$ cat config.mk
export PLATFORM = sky130hd
export DESIGN_NAME = demux_1n8_write
export DESIGN_NICKNAME = d
export VERILOG_FILES = /design/src/rtl/demux_1n8_write_pkg.sv /design/src/rtl/demux_1n8_write_decoder_3n8.sv /design/src/rtl/demux_1n8_write.sv
export SDC_FILE = /design/constraint.sdc
export NUM_CORES = 1
export LEC_CHECK = 0
export ABC_AREA = 1
export BUFFER_PORTS_ARGS = -buffer_cell sky130_fd_sc_hd__buf_2
export CORE_MARGIN = 5
export CORE_UTILIZATION = 35
export DETAILED_ROUTE_END_ITERATION = 12
export GPL_TIMING_DRIVEN = 1
export MAX_ROUTING_LAYER = met4
export PLACE_DENSITY = 0.65
export SKIP_LAST_GASP = 1
export SLEW_MARGIN = 10
export SYNTH_ARGS = -nofsm -noshare
export SYNTH_HDL_FRONTEND = slang
export SYNTH_SLANG_ARGS = --single-unit
$ cat constraint.sdc
create_clock -name Clock -period 4.2 [get_ports Clock]
set_clock_uncertainty 0.15 [all_clocks]
set_input_delay 0.63 -clock Clock [delete_from_list [all_inputs] [get_ports Clock]]
set_output_delay 0.63 -clock Clock [all_outputs]
set_load 0.02 [all_outputs]
$ cat src/rtl/demux_1n8_write_pkg.sv
// Shared types and constants for the 1-to-8 write demultiplexer.
// Holds the delivery FSM states and the channel geometry.
package demux_1n8_write_pkg;

    localparam int NUM_CH = 8;
    localparam int SEL_W  = 3;

    typedef enum logic {
        IDLE    = 1'b0,
        DELIVER = 1'b1
    } state_t;

endpackage

$ cat src/rtl/demux_1n8_write_decoder_3n8.sv
// Combinational 3-to-8 one-hot decoder used to address the demux channels.
module decoder_3n8
    import demux_1n8_write_pkg::*;
(
    input  logic [SEL_W-1:0]  sel,
    output logic [NUM_CH-1:0] onehot
);

    // One-hot decode of the channel select
    always_comb begin
        onehot = 8'b0000_0000;
        case (sel)
            3'd0:    onehot = 8'b0000_0001;
            3'd1:    onehot = 8'b0000_0010;
            3'd2:    onehot = 8'b0000_0100;
            3'd3:    onehot = 8'b0000_1000;
            3'd4:    onehot = 8'b0001_0000;
            3'd5:    onehot = 8'b0010_0000;
            3'd6:    onehot = 8'b0100_0000;
            3'd7:    onehot = 8'b1000_0000;
            default: onehot = 8'b0000_0000;
        endcase
    end

endmodule

$ cat src/rtl/demux_1n8_write.sv
// 1-to-8 write demultiplexer: routes one accepted word to a channel register,
// raises a one-hot strobe until acknowledged, and keeps a sticky written mask.
module demux_1n8_write
    import demux_1n8_write_pkg::*;
#(
    parameter int WIDTH = 16
) (
    input  logic              Clock,
    input  logic              Reset,
    input  logic [WIDTH-1:0]  Hyrja,
    input  logic [SEL_W-1:0]  S,
    input  logic              Valid,
    output logic              Ready,
    input  logic              Ack,
    input  logic              Clear,
    output logic [WIDTH-1:0]  Dalja0,
    output logic [WIDTH-1:0]  Dalja1,
    output logic [WIDTH-1:0]  Dalja2,
    output logic [WIDTH-1:0]  Dalja3,
    output logic [WIDTH-1:0]  Dalja4,
    output logic [WIDTH-1:0]  Dalja5,
    output logic [WIDTH-1:0]  Dalja6,
    output logic [WIDTH-1:0]  Dalja7,
    output logic [NUM_CH-1:0] Strobe,
    output logic [NUM_CH-1:0] Written,
    output logic              Busy
);

    state_t                  state_r;
    logic [NUM_CH-1:0]       strobe_r;
    logic [NUM_CH-1:0]       written_r;
    logic [WIDTH-1:0]        dalja_r [NUM_CH];
    logic [NUM_CH-1:0]       sel_onehot_s;
    logic                    accept_s;

    decoder_3n8 u_decoder (
        .sel    (S),
        .onehot (sel_onehot_s)
    );

    assign accept_s = (state_r == IDLE) && Valid;

    // Delivery FSM, channel data registers and strobe
    always_ff @(posedge Clock) begin
        if (Reset) begin
            state_r  <= IDLE;
            strobe_r <= 8'b0000_0000;
            for (int i = 0; i < NUM_CH; i++) begin
                dalja_r[i] <= '0;
            end
        end else begin
            case (state_r)
                IDLE: begin
                    if (Valid) begin
                        dalja_r[S] <= Hyrja;
                        strobe_r   <= sel_onehot_s;
                        state_r    <= DELIVER;
                    end
                end
                DELIVER: begin
                    // Inputs are ignored here; only Ack releases the strobe
                    if (Ack) begin
                        strobe_r <= 8'b0000_0000;
                        state_r  <= IDLE;
                    end
                end
                default: begin
                    strobe_r <= 8'b0000_0000;
                    state_r  <= IDLE;
                end
            endcase
        end
    end

    // Sticky written mask; a simultaneous acceptance survives Clear
    always_ff @(posedge Clock) begin
        if (Reset) begin
            written_r <= 8'b0000_0000;
        end else begin
            written_r <= (Clear ? 8'b0000_0000 : written_r)
                       | (accept_s ? sel_onehot_s : 8'b0000_0000);
        end
    end

    assign Ready   = (state_r == IDLE);
    assign Busy    = (state_r != IDLE);
    assign Strobe  = strobe_r;
    assign Written = written_r;
    assign Dalja0  = dalja_r[0];
    assign Dalja1  = dalja_r[1];
    assign Dalja2  = dalja_r[2];
    assign Dalja3  = dalja_r[3];
    assign Dalja4  = dalja_r[4];
    assign Dalja5  = dalja_r[5];
    assign Dalja6  = dalja_r[6];
    assign Dalja7  = dalja_r[7];

endmodule

==> results of run 1 <==
## layout make-up
| cell class | instances | share of cell area [%] |
|---|---|---|
| clock inverters | 13 | 2.14 |
| flip-flops and latches | 145 | 62.2 |
| inverters | 22 | 1.23 |
| multi-input cells | 197 | 11.9 |
| clock buffers | 19 | 6.44 |
| well taps | 184 | 3.42 |
| repair buffers | 169 | 12.6 |
## layer usage
layer / track usage [%] / wire length (um)
met4: 5.54 / 141
met5: - / 0
met1: 21.9 / 6310
met3: 4.36 / 908
met2: 24.6 / 6530
## cell families after synthesis
kind of cell,count (synthesis)
and+or+nand+nor,196
DFF,145
buffers and inverters,31
AOI/OAI and AO/OA,1
## worst paths after layout
check                                      to  slack, ps        from  cells past startpoint
worst max-delay path            dalja_r[1][6]       2050        Busy                      5
worst min-delay path               Written[7]        300  Written[7]                      2
worst max register to register  dalja_r[1][6]       2050        Busy                      5
worst min register to register     Written[7]        300  Written[7]                      2
## state kept, by name, indices dropped and copies added (netlist names)
name     flops
Written      8
Busy         1
dalja_r    128
Strobe       8
## report_power, final
| group | leakage, uW | switching, uW | internal [uW] | total [uW] |
|---|---|---|---|---|
| clock | 0.000277 | 551 | 922 | 1470 |
| sequential | 0.00147 | 24.1 | 1620 | 1650 |
| combinational | 0.00139 | 175 | 53.3 | 228 |
| total | 0.00315 | 750 | 2600 | 3350 |
## worst max-delay path: cells and delay by family (launching register included)
family | cells | cell delay [ps]
AND/OR/NAND/NOR | 4 | 1210
buffers and inverters | 1 | 80
flip-flops | 1 | 340
## synthesized netlist by cell type
master and n:
nor2_1 138, edfxtp_1 128, nand2_1 40, inv_1 20, dfxtp_1 17, nand2_2 8
nand4_1 8, buf_6 7, inv_2 2, a21oi_1 1, buf_2 1, clkbuf_1 1
nand3_2 1, nor2_8 1
## stage by stage
stage	cells	power (uW)	cell area, um^2	hold slack, ps	utilization, %
6_report	749	3350	6720	303	46.4
5_1_grt	749	3450	6720	319	46.4
4_1_cts	749	3370	6720	305	46.4
3_5_place_dp	717	1910	6150	288	42.4
3_3_place_gp	717	1900	6150	290	42.4
2_1_floorplan	373	1800	5160	379	-
==> results.json, run 1 <==
{
  "outcome": "complete, no violations",
  "root_buffer": "clkbuf_16",
  "worstPathCellList": "inv_2 -> nand2_2 -> nor2_8 -> nand2_2 -> nand2_1",
  "ys_seq_area_share_pct": 81.1,
  "required_ps": 4090,
  "final_cell_mix": "buf_2 (169), nor2_1 (138), edfxtp_1 (128)",
  "synth_compound_area_share_pct": 0.0970,
  "start_util_pct": 35.6,
  "drtIter0Drc": 276,
  "overflow": 0,
  "cts_sinks": 145,
  "yosys.area.top_type": "edfxtp_1",
  "cp_data_arrival_time_ps": 2040,
  "hold_buffers": 0,
  "hold_viol": 0,
  "synthAdderAreaFrac_pct": 0,
  "antenna_found_initial": 0,
  "diodes": 0,
  "ctsResizeCount": 0,
  "clock_path_buffers": 2,
  "synth-seq-cells": 145,
  "vdd_ir_drop_max_uv": 261,
  "cts.clk_slew.worst_paths_ps": 60,
  "areaGrowthSynthToFinish_pct": 30.3,
  "post-route-drc-count": 0,
  "period_share_pct": 51.3,
  "crit_type": "reg -> reg",
  "syn_inst": 373,
  "holdCritPathClass": "reg -> reg",
  "crit_fanout": 19,
  "yosys.area_share.xor_xnor_pct": 0,
  "portBuffers": 169,
  "via_count": 3419,
  "grt_pass1_vias": 3602,
  "drive_gt1_share_pct": 36.6,
  "rsz0062_at_grt": "no",
  "vias_per_cell": 4.56,
  "die_y_um": 131,
  "cts_tree": "done",
  "postCtsSetupBuffers": 0,
  "grt_max_degree": 20,
  "setup_viol": 0,
  "drv_slew": 0,
  "first_pass_iters": 5,
  "avgSynthCellArea_um2": 13.8,
  "slew-limit-headroom_pct": 51.8,
  "ios": 170,
  "synthTopCellsByArea": "edfxtp_1 (75%), nor2_1 (10%), dfxtp_1 (6.6%)",
  "cp-start-kind": "flop",
  "grtUsageTotal_pct": 16.4,
  "p_leak_uw": 0.00315,
  "core.rowCount": 44,
  "place_congestion": 0.867,
  "dpl.hpwl_mm": 10.4,
  "cp_slowest_cell": "nand2_1",
  "die_w_um": 131,
  "dp_slack_ps": 1710,
  "cts_buffers": 17,
  "synth_simple_gate_area_share_pct": 15.5,
  "ant_nets": 0,
  "synth_top_family_by_area": "simple AND/OR/NAND/NOR gates",
  "die_area_um2": 17300,
  "period_minus_slack_ps": 2150,
  "ctsHtreeMaxLevel": 4,
  "yosysWarnings": 0,
  "synthMuxAreaShare_pct": 0,
  "wl_mm": 13.9,
  "fmax_ghz": 0.464,
  "regArea_um2": 4180,
  "setup_slack_ps": 2050,
  "syn_nets": 397,
  "grt_pass1_wl_mm": 21.1,
  "wl_per_cell_um": 18.5,
  "end_kind": "flop",
  "syn-cell-area_um2": 5160,
  "coreArea_um2": 14500,
  "insertion_delay_ps": 410,
  "drv_cap": 0,
  "synth_top_cell_area_share_pct": 74.5,
  "worst_slew_pin_slew_ps": 721,
  "slowest_delay_ps": 620,
  "fillers": 1337,
  "crit_top_cell": "nand2_2",
  "multiInputGateArea_um2": 803,
  "nets": 576,
  "fin_setup_tns_ps": 0,
  "synth_cell_types": 14,
  "power.density_nw_per_um2": 498,
  "final_common_cell": "buf_2"
}
No activity file was read; power rests on OpenSTA's default activity.
==> run 2: changes to the inputs <==
--- a/config.mk
+++ b/config.mk
@@ -12,7 +12,7 @@
 export DETAILED_ROUTE_END_ITERATION = 12
 export GPL_TIMING_DRIVEN = 1
 export MAX_ROUTING_LAYER = met4
-export PLACE_DENSITY = 0.65
+export PLACE_DENSITY = 0.67
 export SKIP_LAST_GASP = 1
 export SLEW_MARGIN = 10
 export SYNTH_ARGS = -nofsm -noshare
==> constraint.sdc (replaced) <==
create_clock -name Clock -period 1.9 [get_ports Clock]
set_clock_uncertainty 0.15 [all_clocks]
set_input_delay 0.285 -clock Clock [delete_from_list [all_inputs] [get_ports Clock]]
set_output_delay 0.285 -clock Clock [all_outputs]
set_load 0.02 [all_outputs]
==> run 2 against run 1 <==
Compared with the run above: sequential share of layout area fell by 1.6 points; critical path type is now in -> reg; critical endpoint is now dalja_r[2][12]; global-route usage fell by 0.70 points; worst setup slack got worse by 1900 ps.
==> results.json, run 2 (synthesis gave the netlist of run 1 again) <==
{
  "sw_frac_of_total_pct": 22.7,
  "wl_mm": 13.0,
  "final-instance-count-excl-fill": 765,
  "cts_sinks": 145,
  "end_kind": "flop",
  "r2r-start": "Busy",
  "period_minus_slack_ps": 1720,
  "cp_data_arrival_time_ps": 1670,
  "regMostFlops": "dalja_r",
  "slew-limit-headroom_pct": 63.0,
  "clock_path_buffers": 2,
  "ant_nets": 0,
  "drtIter0Drc": 246,
  "antenna_found_initial": 0,
  "die_area_um2": 17300,
  "dpl.hpwl_mm": 9.58,
  "drv_cap": 0,
  "first_pass_iters": 5,
  "overflow": 0,
  "required_ps": 1850,
  "dp_slack_ps": 256,
  "outcome": "complete, no violations",
  "grt_max_degree": 19,
  "coreArea_um2": 14500,
  "slowest_delay_ps": 520,
  "via_count": 3485,
  "fin_area_um2": 6900,
  "nets": 592,
  "p_seq_share_pct": 48.2,
  "internal_power_uw": 5820,
  "p_leak_uw": 0.00325,
  "placedCellCount": 732,
  "power_uw": 7530,
  "final_cell_mix": "buf_2 (169), nor2_1 (138), edfxtp_1 (128)",
  "crit_type": "in -> reg",
  "portBuffers": 169,
  "grtUsageTotal_pct": 15.7,
  "wl_per_cell_um": 17.0,
  "setup_viol": 0,
  "postLayoutCoreUtil_pct": 47.6,
  "power.density_nw_per_um2": 1090,
  "grt_pass1_wl_mm": 20.1,
  "ctsHtreeMaxLevel": 4,
  "worstPathCellList": "dlygate4sd3_1 -> buf_2 -> nand2_2 -> nor2_8 -> nand2_2 -> nand2_1 -> buf_4",
  "setup_slack_ps": 178,
  "period_share_pct": 90.6,
  "hold_buffers": 1,
  "ctsResizeCount": 0,
  "post-route-drc-count": 0,
  "cts_tree": "done",
  "switching_power_uw": 1710,
  "endpoint": "dalja_r[2][12]",
  "hold_viol": 0,
  "rr_worst_depth": 6,
  "place_congestion": 0.838,
  "largest_reg_flops": 128,
  "diodes": 0,
  "ios": 170,
  "holdCritPathClass": "in -> reg",
  "power_frac_comb_pct": 7.0,
  "postCtsSetupBuffers": 0,
  "drive_gt1_share_pct": 39.1,
  "cts_buffers": 17,
  "cp-start-kind": "input pin",
  "crit_fanout": 16,
  "cp_slowest_cell": "dlygate4sd3_1",
  "crit_top_cell": "nand2_2",
  "root_buffer": "clkbuf_16",
  "vdd_ir_drop_max_uv": 544,
  "start_util_pct": 35.6,
  "grt_pass1_vias": 3573,
  "rsz0062_at_grt": "no",
  "worst_slew_pin_slew_ps": 553,
  "die_y_um": 131,
  "startpoint": "Valid",
  "insertion_delay_ps": 420,
  "areaGrowthSynthToFinish_pct": 33.7,
  "final_common_cell": "buf_2",
  "r2r_setup_slack_ps": 260,
  "clkPwrFrac_pct": 44.8,
  "cts.clk_slew.worst_paths_ps": 60,
  "drv_slew": 0,
  "fmax_ghz": 0.581,
  "die_w_um": 131,
  "core.rowCount": 44,
  "r2r_end": "dalja_r[2][12]",
  "vias_per_cell": 4.56,
  "placed_area_um2": 6260
}
run 2: final cells by class:
class | instances | area, um^2
clock buffer | 24 | 568
clock inverter | 8 | 58.8
fill | 1305 | 7580
inverter | 22 | 82.6
multi-input combinational | 197 | 803
sequential | 145 | 4180
tap | 184 | 230
timing repair buffer | 185 | 968
run 2: metrics by stage:
step                      TNS (ps)  hold slack (ps)
after floorplan             -15640              286
after global placement           0              285
after detailed placement         0              288
after CTS                        0             76.6
after global routing             0              118
final                            0             99.6
run 2: worst min path at each step:
stage,to,startpoint,depth (start not counted),slack (ps)
after global routing,Written[1],Clear,4,120
final,Written[5],Clear,4,100
after floorplan,Busy,Valid,2,290
after global placement,Written[5],Written[5],2,280
after CTS,Written[5],Clear,4,80
after detailed placement,Written[5],Written[5],2,290
run 2: routing by layer:
metal  up-vias  part of all wire [%]  global-route usage [%]
met5         -                     0                       -
met4         0                   1.3                    5.31
met3        17                   9.8                    6.57
met2       157                    49                    24.5
met1      1666                    39                    18.5
li1       1645                     -                       -
run 2: power by group through the flow:
stage | sequential [uW] | clock, uW | combinational [uW]
floorplan | 3850 | 0 | 135
global placement | 3690 | 0 | 524
detailed placement | 3700 | 0 | 532
CTS | 3630 | 3430 | 535
global route | 3640 | 3590 | 567
finish | 3630 | 3370 | 526
run 2: worst max-delay path, delay by kind of cell:
kind / cells / cell delay [ps]
buffers and inverters: 3 / 880
and+or+nand+nor: 4 / 510
==> run 3: changes to the inputs <==
--- a/config.mk
+++ b/config.mk
@@ -13,6 +13,7 @@
 export GPL_TIMING_DRIVEN = 1
 export MAX_ROUTING_LAYER = met4
 export PLACE_DENSITY = 0.67
+export RECOVER_POWER = 50
 export SKIP_LAST_GASP = 1
 export SLEW_MARGIN = 10
 export SYNTH_ARGS = -nofsm -noshare
==> run 3 against run 2 <==
Compared with the run above: critical path depth unchanged; power decreased by 0.40%; routed wire length is 1.1% higher; die area unchanged; combinational power fell by 7.4%; non-clock buffer count unchanged; maximum frequency fell by 2.4%; global-route usage is the same; sequential cell count unchanged.
==> results.json, run 3 (synthesis gave the netlist of run 1 again) <==
{
  "vdd_ir_drop_max_uv": 542,
  "worst_slew_pin_slew_ps": 550,
  "period_minus_slack_ps": 1760,
  "via_count": 3494,
  "fin_setup_tns_ps": 0,
  "cp-start-kind": "input pin",
  "final_common_cell": "clkbuf_1",
  "place_congestion": 0.838,
  "end_kind": "flop",
  "p_leak_uw": 0.00273,
  "portBuffers": 169,
  "largest_reg_flops": 128,
  "fillers": 1403,
  "r2r_setup_slack_ps": 210,
  "diodes": 0,
  "r2r_end": "dalja_r[0][0]",
  "ctsHtreeMaxLevel": 4,
  "die_y_um": 131,
  "drv_slew": 0,
  "core.rowCount": 44,
  "outcome": "complete, no violations",
  "ctsResizeCount": 0,
  "cts.clk_slew.worst_paths_ps": 60,
  "r2r-start": "Busy",
  "cts_tree": "done",
  "insertion_delay_ps": 420,
  "die_w_um": 131,
  "die_area_um2": 17300,
  "root_buffer": "clkbuf_16",
  "ios": 170,
  "post-route-drc-count": 0,
  "vias_per_cell": 4.57,
  "drtIter0Drc": 239,
  "crit_fanout": 18,
  "startpoint": "Valid",
  "clock_path_buffers": 2,
  "placedCellCount": 732,
  "first_pass_iters": 4,
  "crit_type": "in -> reg",
  "period_share_pct": 92.9,
  "setup_slack_ps": 136,
  "start_util_pct": 35.6,
  "regMostFlops": "dalja_r",
  "grt_max_degree": 19,
  "dpl.hpwl_mm": 9.58,
  "cts_sinks": 145,
  "nets": 592,
  "coreArea_um2": 14500,
  "grt_pass1_vias": 3573,
  "wl_mm": 13.1,
  "hold_viol": 0,
  "power.density_nw_per_um2": 1120,
  "areaGrowthSynthToFinish_pct": 29.4,
  "required_ps": 1900,
  "grt_pass1_wl_mm": 20.1,
  "cp_data_arrival_time_ps": 1760,
  "drive_gt1_share_pct": 12.7,
  "overflow": 0,
  "fmax_ghz": 0.567,
  "whs_path_depth": 4,
  "antenna_found_initial": 0,
  "final_cell_mix": "clkbuf_1 (147), nor2_1 (138), edfxtp_1 (128)",
  "holdCritPathClass": "in -> reg",
  "ant_nets": 0,
  "endpoint": "dalja_r[0][0]",
  "dp_slack_ps": 256,
  "wl_per_cell_um": 17.1,
  "slew-limit-headroom_pct": 63.2,
  "rsz0062_at_grt": "no",
  "drv_cap": 0,
  "cts_buffers": 17,
  "final-instance-count-excl-fill": 765,
  "rr_worst_depth": 6,
  "setup_viol": 0,
  "grtUsageTotal_pct": 15.7
}
-- run 3: cell types whose count changed in the layout (fill, tap and decap cells not counted), sizes merged --
cell / previous run / this run
buf: 184 / 30
clkbuf: 24 / 178
-- run 3: area by class of cell --
cell class              instances  area (um^2)  share of cell area, %
flip-flops and latches        145         4180                   62.7
clock buffers                  24          568                   8.51
inverters                      22         82.6                   1.24
clock inverters                 8         58.8                  0.881
well taps                     184          230                   3.45
multi-input cells             197          786                   11.8
repair buffers                185          766                   11.5
-- run 3: stage by stage --
stage                     hold WS (ps)  power, uW  cell area [um^2]  utilization, %
after floorplan                    286       3990              5160               -
after global placement             285       4220              6260            43.2
after detailed placement           288       4230              6260            43.2
after CTS                         76.6       7600              6900            47.6
after global routing               118       7760              6680            46.1
final                             95.2       7500              6680            46.1
-- run 3: repair_timing --
item                                   in CTS  in global routing
hold buffers                                1                  0
endpoints found under the hold margin       1                  0
buffers inserted                            0                  0
-- run 3: report_power, final --
group | internal (uW) | switching [uW] | total (uW) | leakage [uW]
sequential | 3590 | 46.4 | 3630 | 0.00147
clock | 2100 | 1280 | 3380 | 0.000309
combinational | 97.4 | 389 | 487 | 0.000949
-- run 3: worst max-delay path, cell delays in order --
cell	delay, ps
dlygate4sd3_1	530
buf_2	130
nand2_2	200
nor2_8	60
nand2_1	90
clkbuf_2	370
nor2_1	90
-- run 3: per-layer routing --
layer,GRT usage [%],share of wire [%],vias to the layer above
li1,-,-,1645
met1,18.5,40,1680
met2,24.5,49,155
met3,6.57,9.5,14
met4,5.31,1.2,0
met5,-,0,-
-- run 3: worst min-delay path by stage --
stage	start	end	slack, ps
6_report	Clear	Written[6]	100
3_5_place_dp	Written[5]	Written[5]	290
3_3_place_gp	Written[5]	Written[5]	280
4_1_cts	Clear	Written[5]	80
2_1_floorplan	Valid	Busy	290
5_1_grt	Clear	Written[1]	120
